`src/rtl/garage_door_pkg.sv`:
```
// ---------------------------------------------------------------------------
// garage_door_pkg
// Shared definitions for the garage door plant and its controller:
//   - plant_st_e : mechanism state codes reported on plant_st
//   - ctl_st_e   : controller state codes (idle / moving up / moving down)
//   - DEF_*      : default geometry and timing of the door mechanism
//   - is_moving  : true for the two states in which the door travels
// ---------------------------------------------------------------------------
package garage_door_pkg;

  typedef enum logic [2:0] {
    ST_PARKED  = 3'b000,
    ST_RISING  = 3'b001,
    ST_FALLING = 3'b010,
    ST_JAMMED  = 3'b011,
    ST_FAULT   = 3'b100
  } plant_st_e;

  typedef enum logic [1:0] {
    CTL_IDLE      = 2'd0,
    CTL_MOVING_UP = 2'd1,
    CTL_MOVING_DN = 2'd2
  } ctl_st_e;

  localparam int DEF_POS_W     = 4;
  localparam int DEF_TRAVEL    = 10;
  localparam int DEF_STEP_DIV  = 4;
  localparam int DEF_STALL_CYC = 8;

  function automatic logic is_moving(input plant_st_e st);
    return (st == ST_RISING) || (st == ST_FALLING);
  endfunction

endpackage

```
`src/rtl/garage_door_plant_step_prescaler.sv`:
```
// ---------------------------------------------------------------------------
// step_prescaler
// Modulo-STEP_DIV cycle counter that paces door motion.
// Ports:
//   clk     in  system clock, rising edge
//   nrst    in  asynchronous active-low reset
//   clr_i   in  restart the interval from zero (takes effect this cycle)
//   en_i    in  count this cycle
//   tick_o  out one-cycle pulse on the cycle the count wraps
// With en_i low and clr_i low the count holds, which is how the plant
// freezes motion timing while faulted.
// ---------------------------------------------------------------------------
module step_prescaler #(
  parameter int STEP_DIV = 4
) (
  input  logic clk,
  input  logic nrst,
  input  logic clr_i,
  input  logic en_i,
  output logic tick_o
);

  localparam int CNT_W = (STEP_DIV > 1) ? $clog2(STEP_DIV) : 1;
  localparam logic [CNT_W-1:0] TERM = CNT_W'(STEP_DIV - 1);

  logic [CNT_W-1:0] cnt_q;
  logic [CNT_W-1:0] cnt_d;
  logic [CNT_W-1:0] base;

  always_comb begin
    // A restart counts the current cycle as the first of a fresh interval,
    // so a reversal waits the same STEP_DIV cycles as a start from rest.
    base   = clr_i ? '0 : cnt_q;
    tick_o = 1'b0;
    cnt_d  = cnt_q;
    if (en_i) begin
      tick_o = (base == TERM);
      cnt_d  = tick_o ? '0 : base + 1'b1;
    end else if (clr_i) begin
      cnt_d = '0;
    end
  end

  always_ff @(posedge clk or negedge nrst) begin
    if (!nrst) begin
      cnt_q <= '0;
    end else begin
      cnt_q <= cnt_d;
    end
  end

endmodule

```
`src/rtl/garage_door_plant.sv`:
```
// ---------------------------------------------------------------------------
// garage_door_plant
// Synthesizable model of the door mechanism driven by the garage door
// controller. Integrates motor_up/motor_dn into a position counter and
// decodes the limit switches from it, closing the control loop.
// Ports:
//   clk       in  system clock, rising edge
//   nrst      in  asynchronous active-low reset
//   motor_up  in  controller drives door upward
//   motor_dn  in  controller drives door downward
//   up_limit  out position == TRAVEL
//   dn_limit  out position == 0
//   position  out current door position (POS_W bits)
//   plant_st  out mechanism state code (plant_st_e)
//   stall     out motor held against its limit for >= STALL_CYC cycles
//   fault     out sticky, both motor inputs were seen high together
// ---------------------------------------------------------------------------
module garage_door_plant
  import garage_door_pkg::*;
#(
  parameter int POS_W     = DEF_POS_W,
  parameter int TRAVEL    = DEF_TRAVEL,
  parameter int STEP_DIV  = DEF_STEP_DIV,
  parameter int STALL_CYC = DEF_STALL_CYC,
  parameter int RESET_POS = 0
) (
  input  logic             clk,
  input  logic             nrst,
  input  logic             motor_up,
  input  logic             motor_dn,
  output logic             up_limit,
  output logic             dn_limit,
  output logic [POS_W-1:0] position,
  output logic [2:0]       plant_st,
  output logic             stall,
  output logic             fault
);

  localparam logic [POS_W-1:0] POS_TOP = POS_W'(TRAVEL);
  localparam logic [POS_W-1:0] POS_RST = POS_W'(RESET_POS);
  localparam int               STALL_W = $clog2(STALL_CYC + 1);
  localparam logic [STALL_W-1:0] STALL_MAX = STALL_W'(STALL_CYC);

  plant_st_e          state_q, state_d;
  logic [POS_W-1:0]   pos_q, pos_d;
  logic [STALL_W-1:0] stall_cnt_q, stall_cnt_d;
  logic               fault_q, fault_d;
  logic               at_top, at_bottom;
  logic               presc_en, presc_clr, step_tick;

  assign at_top    = (pos_q == POS_TOP);
  assign at_bottom = (pos_q == '0);

  // State register
  always_ff @(posedge clk or negedge nrst) begin
    if (!nrst) begin
      state_q <= ST_PARKED;
    end else begin
      state_q <= state_d;
    end
  end

  // Next-state logic; FAULT outranks everything and is absorbing.
  always_comb begin
    state_d = ST_PARKED;
    if ((state_q == ST_FAULT) || (motor_up && motor_dn)) begin
      state_d = ST_FAULT;
    end else if (motor_up) begin
      state_d = at_top ? ST_JAMMED : ST_RISING;
    end else if (motor_dn) begin
      state_d = at_bottom ? ST_JAMMED : ST_FALLING;
    end
  end

  // Outputs and datapath next values
  always_comb begin
    // Count whenever the door travels this cycle; restart the interval on a
    // fresh start or reversal, and zero it when parked or jammed. In FAULT
    // neither is asserted, so the prescaler holds.
    presc_en  = is_moving(state_d);
    presc_clr = (state_d == ST_PARKED) || (state_d == ST_JAMMED) ||
                (is_moving(state_d) && (state_d != state_q));

    // RISING/FALLING are only entered away from the matching limit, so the
    // step below can never overshoot TRAVEL or underflow 0.
    pos_d = pos_q;
    if (step_tick && (state_d == ST_RISING)) begin
      pos_d = pos_q + 1'b1;
    end else if (step_tick && (state_d == ST_FALLING)) begin
      pos_d = pos_q - 1'b1;
    end

    stall_cnt_d = '0;
    if (state_d == ST_JAMMED) begin
      stall_cnt_d = (stall_cnt_q == STALL_MAX) ? stall_cnt_q : stall_cnt_q + 1'b1;
    end

    fault_d = fault_q || (state_d == ST_FAULT);

    up_limit = at_top;
    dn_limit = at_bottom;
    position = pos_q;
    plant_st = state_q;
    stall    = (stall_cnt_q == STALL_MAX);
    fault    = fault_q;
  end

  always_ff @(posedge clk or negedge nrst) begin
    if (!nrst) begin
      pos_q       <= POS_RST;
      stall_cnt_q <= '0;
      fault_q     <= 1'b0;
    end else begin
      pos_q       <= pos_d;
      stall_cnt_q <= stall_cnt_d;
      fault_q     <= fault_d;
    end
  end

  step_prescaler #(
    .STEP_DIV (STEP_DIV)
  ) u_step_prescaler (
    .clk    (clk),
    .nrst   (nrst),
    .clr_i  (presc_clr),
    .en_i   (presc_en),
    .tick_o (step_tick)
  );

endmodule

```
`config.mk`:
```
export PLATFORM = sky130hd
export DESIGN_NAME = garage_door_plant
export DESIGN_NICKNAME = d
export VERILOG_FILES = /design/src/rtl/garage_door_pkg.sv /design/src/rtl/garage_door_plant_step_prescaler.sv /design/src/rtl/garage_door_plant.sv
export SDC_FILE = /design/constraint.sdc
export NUM_CORES = 1
export LEC_CHECK = 0
export ABC_AREA = 1
export ABC_CLOCK_PERIOD_IN_PS = 3100
export CORE_MARGIN = 2
export CORE_UTILIZATION = 51
export DETAILED_ROUTE_END_ITERATION = 16
export PLACE_DENSITY = 0.81
export SKIP_LAST_GASP = 1
export SLEW_MARGIN = 20
export SYNTH_ARGS = -nofsm -noshare
export SYNTH_HDL_FRONTEND = slang
export SYNTH_HIERARCHICAL = 1
export SYNTH_SLANG_ARGS = --single-unit
```
`constraint.sdc`:
```
create_clock -name clk -period 3.1 [get_ports clk]
set_input_delay 0.31 -clock clk [delete_from_list [all_inputs] [get_ports clk]]
set_output_delay 0.31 -clock clk [all_outputs]
set_load 0.1 [all_outputs]
```
Word level (Yosys, flattened, before mapping)
Cells that the tools add are included.
{"block": "classes", "addsub": 4, "eq_ne": 10, "mux": 13, "reduce_logical": 12}
{"cell": "two-way mux 4 bit", "count": 4}
{"cell": "two-way mux 2 bit", "count": 6}
{"cell": "adder 4 x 1 -> 4 bit (second input constant)", "count": 2}
{"cell": "equality test 4 bit (second input constant)", "count": 2}
{"cell": "equality test 3 x 2 -> 1 bit (second input constant)", "count": 2}
{"cell": "equality test 3 bit (second input constant)", "count": 2}
{"cell": "logical OR 1 bit", "count": 5}
{"cell": "logical AND 1 bit", "count": 4}
{"cell": "logical NOT 4 bit", "count": 1}
{"cell": "subtractor 4 x 1 -> 4 bit (second input constant)", "count": 1}
{"cell": "equality test 3 x 1 -> 1 bit (second input constant)", "count": 1}
{"cell": "logical NOT 3 bit", "count": 1}
{"cell": "two-way mux 3 bit", "count": 1}
{"cell": "inequality test 3 bit", "count": 1}
{"cell": "adder 2 x 1 -> 2 bit (second input constant)", "count": 1}
{"cell": "equality test 2 bit (second input constant)", "count": 1}
{"cell": "two-way mux 1 bit", "count": 2}
{"cell": "inequality test 2 bit (second input constant)", "count": 1}
{"cell": "nonzero test 2 bit", "count": 1}
{"block": "totals", "ff_bits": 14, "output_inout_bits": 11, "wordCells": 44}

Depth between registers and ports, before layout
Gate-level depths: netlist of the first run.
{"block": "logic_depth", "depth_word": 15, "ltp_mapped": 27}

Cells and area by module
Netlist of the first run, hierarchy kept.
{"mod": "garage_door_plant", "instances": 1, "cells_per_inst": 100, "area_per_inst_um2": 773.2, "seq_area_each_um2": 300.3}
{"mod": "step_prescaler", "instances": 1, "cells_per_inst": 17, "area_per_inst_um2": 120.1, "seq_area_each_um2": 50.0}

Worst setup path after synthesis of the first run
Ideal clock, no wire load.
{"block": "synth_path", "kind": "flip-flop to flip-flop", "startpoint": "register pos_q[0] (netlist: position[0])", "endpoint": "register pos_q[3] (netlist: position[3])", "setup_time_ns": 0.122, "t_arrival_ns": 3.284, "setup_slack_ns": -0.306, "stages_incl_launch_ff": 24, "cell_sequence": "dfrtp_1 -> nor2_2 -> a21oi_2 -> nand3_1 -> nand2_2 -> inv_1 -> o21ai_1 -> nand2_1 -> inv_2 -> nand2_2 -> inv_1 -> ha_1 -> nand2_1 -> inv_1 -> nand4_2 -> ha_1 -> nand2_1 -> nand2_1 -> nor2_1 -> inv_1 -> nand2_1 -> nand3_1 -> nand2_1 -> nand2_1"}
{"block": "synth_via", "elab_chain_cells": 14, "elab_cells_between_ends": 26, "classes_between": "add/sub: 2; eq/ne: 6; mux: 9; reduce/logical: 9"}
{"item": "start: declaration", "line_no": "garage_door_plant.sv:45", "text": "logic [POS_W-1:0] pos_q, pos_d;"}
{"item": "start signal: assignment", "line_no": "garage_door_plant.sv:114", "text": "pos_q <= pos_d;"}
{"item": "logical NOT 4 bit", "line_no": "garage_door_plant.sv:52", "text": "assign at_bottom = (pos_q == '0);"}
{"item": "two-way mux 1 bit", "line_no": "garage_door_plant.sv:71", "text": "state_d = at_bottom ? ST_JAMMED : ST_FALLING;"}
{"item": "two-way mux 2 bit", "line_no": "garage_door_plant.sv:70", "text": "end else if (motor_dn) begin"}
{"item": "two-way mux 2 bit *", "line_no": "garage_door_plant.sv:68", "text": "end else if (motor_up) begin"}
{"item": "two-way mux 3 bit *", "line_no": "garage_door_plant.sv:66", "text": "if ((state_q == ST_FAULT) || (motor_up && motor_dn)) begin"}
{"item": "equality test 3 x 1 -> 1 bit / equality test 3 x 2 -> 1 bit (equally long branches)", "line_no": "garage_door_pkg.sv:31", "text": "return (st == ST_RISING) || (st == ST_FALLING);"}
{"item": "logical OR 1 bit *", "line_no": "garage_door_pkg.sv:31"}
{"item": "named net presc_en", "line_no": "garage_door_plant.sv:49", "text": "logic presc_en, presc_clr, step_tick;"}
{"item": "logical AND 1 bit *", "line_no": "garage_door_plant.sv:82", "text": "(is_moving(state_d) && (state_d != state_q));"}
{"item": "logical OR 1 bit *", "line_no": "garage_door_plant.sv:81", "text": "presc_clr = (state_d == ST_PARKED) || (state_d == ST_JAMMED) ||"}
{"item": "named net presc_clr", "line_no": "garage_door_plant.sv:49"}
{"item": "two-way mux 2 bit *", "line_no": "garage_door_plant_step_prescaler.sv:33", "text": "base = clr_i ? '0 : cnt_q;"}
{"item": "equality test 2 bit *", "line_no": "garage_door_plant_step_prescaler.sv:37", "text": "tick_o = (base == TERM);"}
{"item": "two-way mux 1 bit *", "line_no": "garage_door_plant_step_prescaler.sv:36", "text": "if (en_i) begin"}
{"item": "named net step_tick", "line_no": "garage_door_plant.sv:49"}
{"item": "logical AND 1 bit, on equally long branches", "line_no": "garage_door_plant.sv:87, garage_door_plant.sv:89"}
{"item": "two-way mux 4 bit / nonzero test 2 bit (equally long branches)"}
The timed path passes the listed nets; every way through them passes the cells marked *. The select of a mux whose other input is x is not followed.
A chain may end at the register's enable or synchronous reset.

Worst setup path in the final report of the first run
{"block": "layout_path", "startpoint": "register pos_q[2] (netlist: position[2])", "endpoint": "register pos_q[3] (netlist: position[3])"}
{"block": "layout_via", "elab_chain_cells": 14, "elab_cells_between_ends": 26, "classes_between": "add/sub: 2; eq/ne: 6; mux: 9; reduce/logical: 9"}
{"item": "logical NOT 4 bit", "line_no": "garage_door_plant.sv:52"}
{"item": "two-way mux 1 bit", "line_no": "garage_door_plant.sv:71"}
{"item": "two-way mux 2 bit", "line_no": "garage_door_plant.sv:70"}
{"item": "two-way mux 2 bit *", "line_no": "garage_door_plant.sv:68"}
{"item": "two-way mux 3 bit *", "line_no": "garage_door_plant.sv:66"}
{"item": "equality test 3 x 1 -> 1 bit / equality test 3 x 2 -> 1 bit (equally long branches)", "line_no": "garage_door_pkg.sv:31"}
{"item": "logical OR 1 bit", "line_no": "garage_door_pkg.sv:31"}
{"item": "logical AND 1 bit", "line_no": "garage_door_plant.sv:82"}
{"item": "logical OR 1 bit *", "line_no": "garage_door_plant.sv:81"}
{"item": "named net presc_clr", "line_no": "garage_door_plant.sv:49"}
{"item": "two-way mux 2 bit *", "line_no": "garage_door_plant_step_prescaler.sv:33"}
{"item": "equality test 2 bit *", "line_no": "garage_door_plant_step_prescaler.sv:37"}
{"item": "two-way mux 1 bit *", "line_no": "garage_door_plant_step_prescaler.sv:36"}
{"item": "named net step_tick", "line_no": "garage_door_plant.sv:49"}
{"item": "logical AND 1 bit, on equally long branches", "line_no": "garage_door_plant.sv:87, garage_door_plant.sv:89"}
{"item": "two-way mux 4 bit / nonzero test 2 bit (equally long branches)"}
Marks and branches as above.

==> run metrics, run 1 <==
Mapped Nets between 100 and 150; pin count of the biggest net entering global routing 15; Most Used Layer, Global Route met2; CP required around 3300 ps; Worst-path clk slew approximately 80 ps; Root Buffer Master clkbuf_4; DP Cell Count around 160; area occupied by multi-input gates approximately 500 µm²; DR pass1 iterations 4; first-pass GRT wire length between 2000 and 3000 µm; Post-CTS Setup Inserts 0; Synth Register Bits 14; DR vias between 700 and 800; Power Density slightly below 400 nW/µm²; final setup vio count 0; DP Wirelength between 1000 and 1500 µm; max_cap viols 0; Max IR drop VDD 311 µV; Area growth syn-to-layout 33.6%; CTS sink count 14; Tcrit/Tclk final about nine tenths; Comb power frac 29.5%; vias in the first global route 729; sequential power share between 40% and 50%; measured slew at the worst slew-check pin 970 ps; Switching Share 34.4%; most common cell after layout, fill and taps aside nand2_1; core area about 1700 µm²; die area around 2100 µm²; starting density of the core between 50% and 60%; CP Launch Type flip-flop; Synth Cell Area 893 µm²; Clock Path Buffers 2; FP Rows 15; # fillers 144; final-report hold violation count 0; met2 global-route usage 32.5%; hold crit path type in2async; CTS tree done; Max H-tree Level 1; via-per-instance ratio between 4 and 5; Synth Instances around 120; Detailed Route WL around 1800 µm; Clk pwr share a little over a quarter; Ports 15; design area ~1200 µm²; post-route clock skew a little under 3 ps; Netlist cell types 21; sw power between 0.15 and 0.2 mW; die height 45.9 µm; worst slack, placed -84.0 ps; WHS about 420 ps; share of cells above drive strength 1 between 20% and 30%; Leak 0.641 nW; final net count around 150; All-Layer GR Usage around a fifth; initial antenna violation count 0; Pins Over Slew Limit 0; Crit. End Element flip-flop; RSZ-0062 raised after global routing false; fin worst setup slack roughly 270 ps; met3 usage 3.57%; grt ovf 0; GRT met1 Usage about 23%; antenna cell count 0; DRT iter0 DRCs 10; fmax 354 MHz; Relative slew margins between 30% and 40%; Routed Antenna Nets 0; minimum clock period roughly 2800 ps; total area of sequential cells 359 µm²; Synth Area per Inst 7.64 µm²; most frequent cells in the layout 34 x nand2_1, 21 x inv_1, 12 x buf_4; CTS Buf Count 3; CP max FO 4; Post-Layout Cell Count 160; placed inst area about 1100 µm²; Crit Path Category reg2reg; die width between 40 and 50 µm; warning count from the yosys run 6; Seq/Total Area, Yosys 39.2%; gpl congestion roughly 0.84; status finished, final reports clean; Worst EP arrival about 3000 ps; clock latency reported for the late side of the worst-skew pair between 200 and 300 ps; residual DRC count 0; Pint roughly 0.31 mW; Port Buf Inserts 14; wire length per cell between 10 and 15 µm
-- flip-flops by register name (all words and copies together), names as in the netlist --
signal / flops
plant_st: 3
position: 4
u_step_prescaler/cnt_q: 2
stall_cnt_q: 4
fault: 1
-- critical path, cell delays in order (launching register included) --
cell and delay [ps]:
dfrtp_2 460, nor2_4 190, nand3_2 90, nand2_2 110, nand2_1 110, xor2_1 150, nand2_1 70, nand2_1 50
nand2_1 70, inv_2 70, nand2_2 50, inv_1 50, ha_1 140, nand2_1 50, inv_1 100, nand4_4 130
ha_1 290, nand2_1 60, nor2_1 30, nor2_1 120, nand4_1 150, nand4_1 120, nand2_1 60
-- logic make-up (layout without fill, tap and decap cells) --
| kind of cell | after synthesis | after routing | synth area share (%) |
|---|---|---|---|
| compound gates | 6 | 6 | 4.62 |
| xor+xnor | 5 | 5 | 4.90 |
| fa+ha+maj | 6 | 6 | 9.24 |
| buf+inv | 24 | 50 | 10.1 |
| flops | 14 | 14 | 39.2 |
| simple gates | 62 | 62 | 31.9 |
-- path summary, 6_finish.rpt --
path | slack [ps] | end | from | cells after the start
worst max-delay path | 270 | position[3]$_DFFE_PN0P_ | position[2]$_DFFE_PN0P_ | 22
worst min-delay path | 420 | stall_cnt_q[2]$_DFFE_PN0P_ | nrst | 1
worst max register to register | 270 | position[3]$_DFFE_PN0P_ | position[2]$_DFFE_PN0P_ | 22
worst min register to register | 490 | fault$_DFF_PN0_ | fault$_DFF_PN0_ | 1
max in group asynchronous | 2230 | plant_st[1]$_DFF_PN0_ | nrst | 1
min in group clk | 490 | fault$_DFF_PN0_ | fault$_DFF_PN0_ | 1
-- cells in the mapped netlist (all sizes together) --
library cell	instances	area, µm²
or2	1	6.26
nand3	6	35.0
nand4	4	31.3
inv	24	90.1
xnor2	2	17.5
nand2	39	159
o21ai	2	13.8
dfrtp	14	350
a21oi	4	27.5
nor3	1	10.0
xor2	3	26.3
ha	5	62.6
nor2	11	43.8
fa	1	20.0
-- per-stage QoR --
step / setup TNS [ps] / total power [mW] / util [%]
3_5_place_dp: -86.0 / 0.343 / 65.9
3_3_place_gp: -29.1 / 0.338 / 65.9
5_1_grt: 0 / 0.499 / 70.7
6_report: 0 / 0.472 / 70.7
2_1_floorplan: 0 / 0.299 / -
4_1_cts: 0 / 0.473 / 68.1
-- repair_timing --
action / CTS / global route
setup endpoints to repair: 0 / 2
hold buffers: 0 / 0
resized for setup: 0 / 6
-- power by group through the flow --
stage	Combinational, mW	Clock, mW	Sequential [mW]
after CTS	0.136	0.133	0.204
after detailed placement	0.135	0	0.207
after global placement	0.131	0	0.207
after global routing	0.151	0.142	0.206
after floorplan	0.0558	0	0.243
final	0.139	0.128	0.205
-- metal layers --
layer	part of all wire, %	routed length, µm	vias to the layer above
met2	53	922	8
met4	0.34	6	0
li1	-	-	406
met3	2.4	42	2
met1	45	780	370
met5	0	0	-
-- area by class of cell --
cell class	count	share of cell area, %
clock buffers	4	3.04
multi-input cells	79	41.6
repair buffers	22	15.9
flip-flops and latches	14	30.1
inverters	24	7.55
well taps	17	1.78
Power figures use the tool's default switching activity.
==> run 2: changes to the inputs <==
CTS_CLUSTER_SIZE = 16   (was unset)
==> results of run 2 <==
Same layout as run 1: the final DEF is identical, and so are final timing and power.
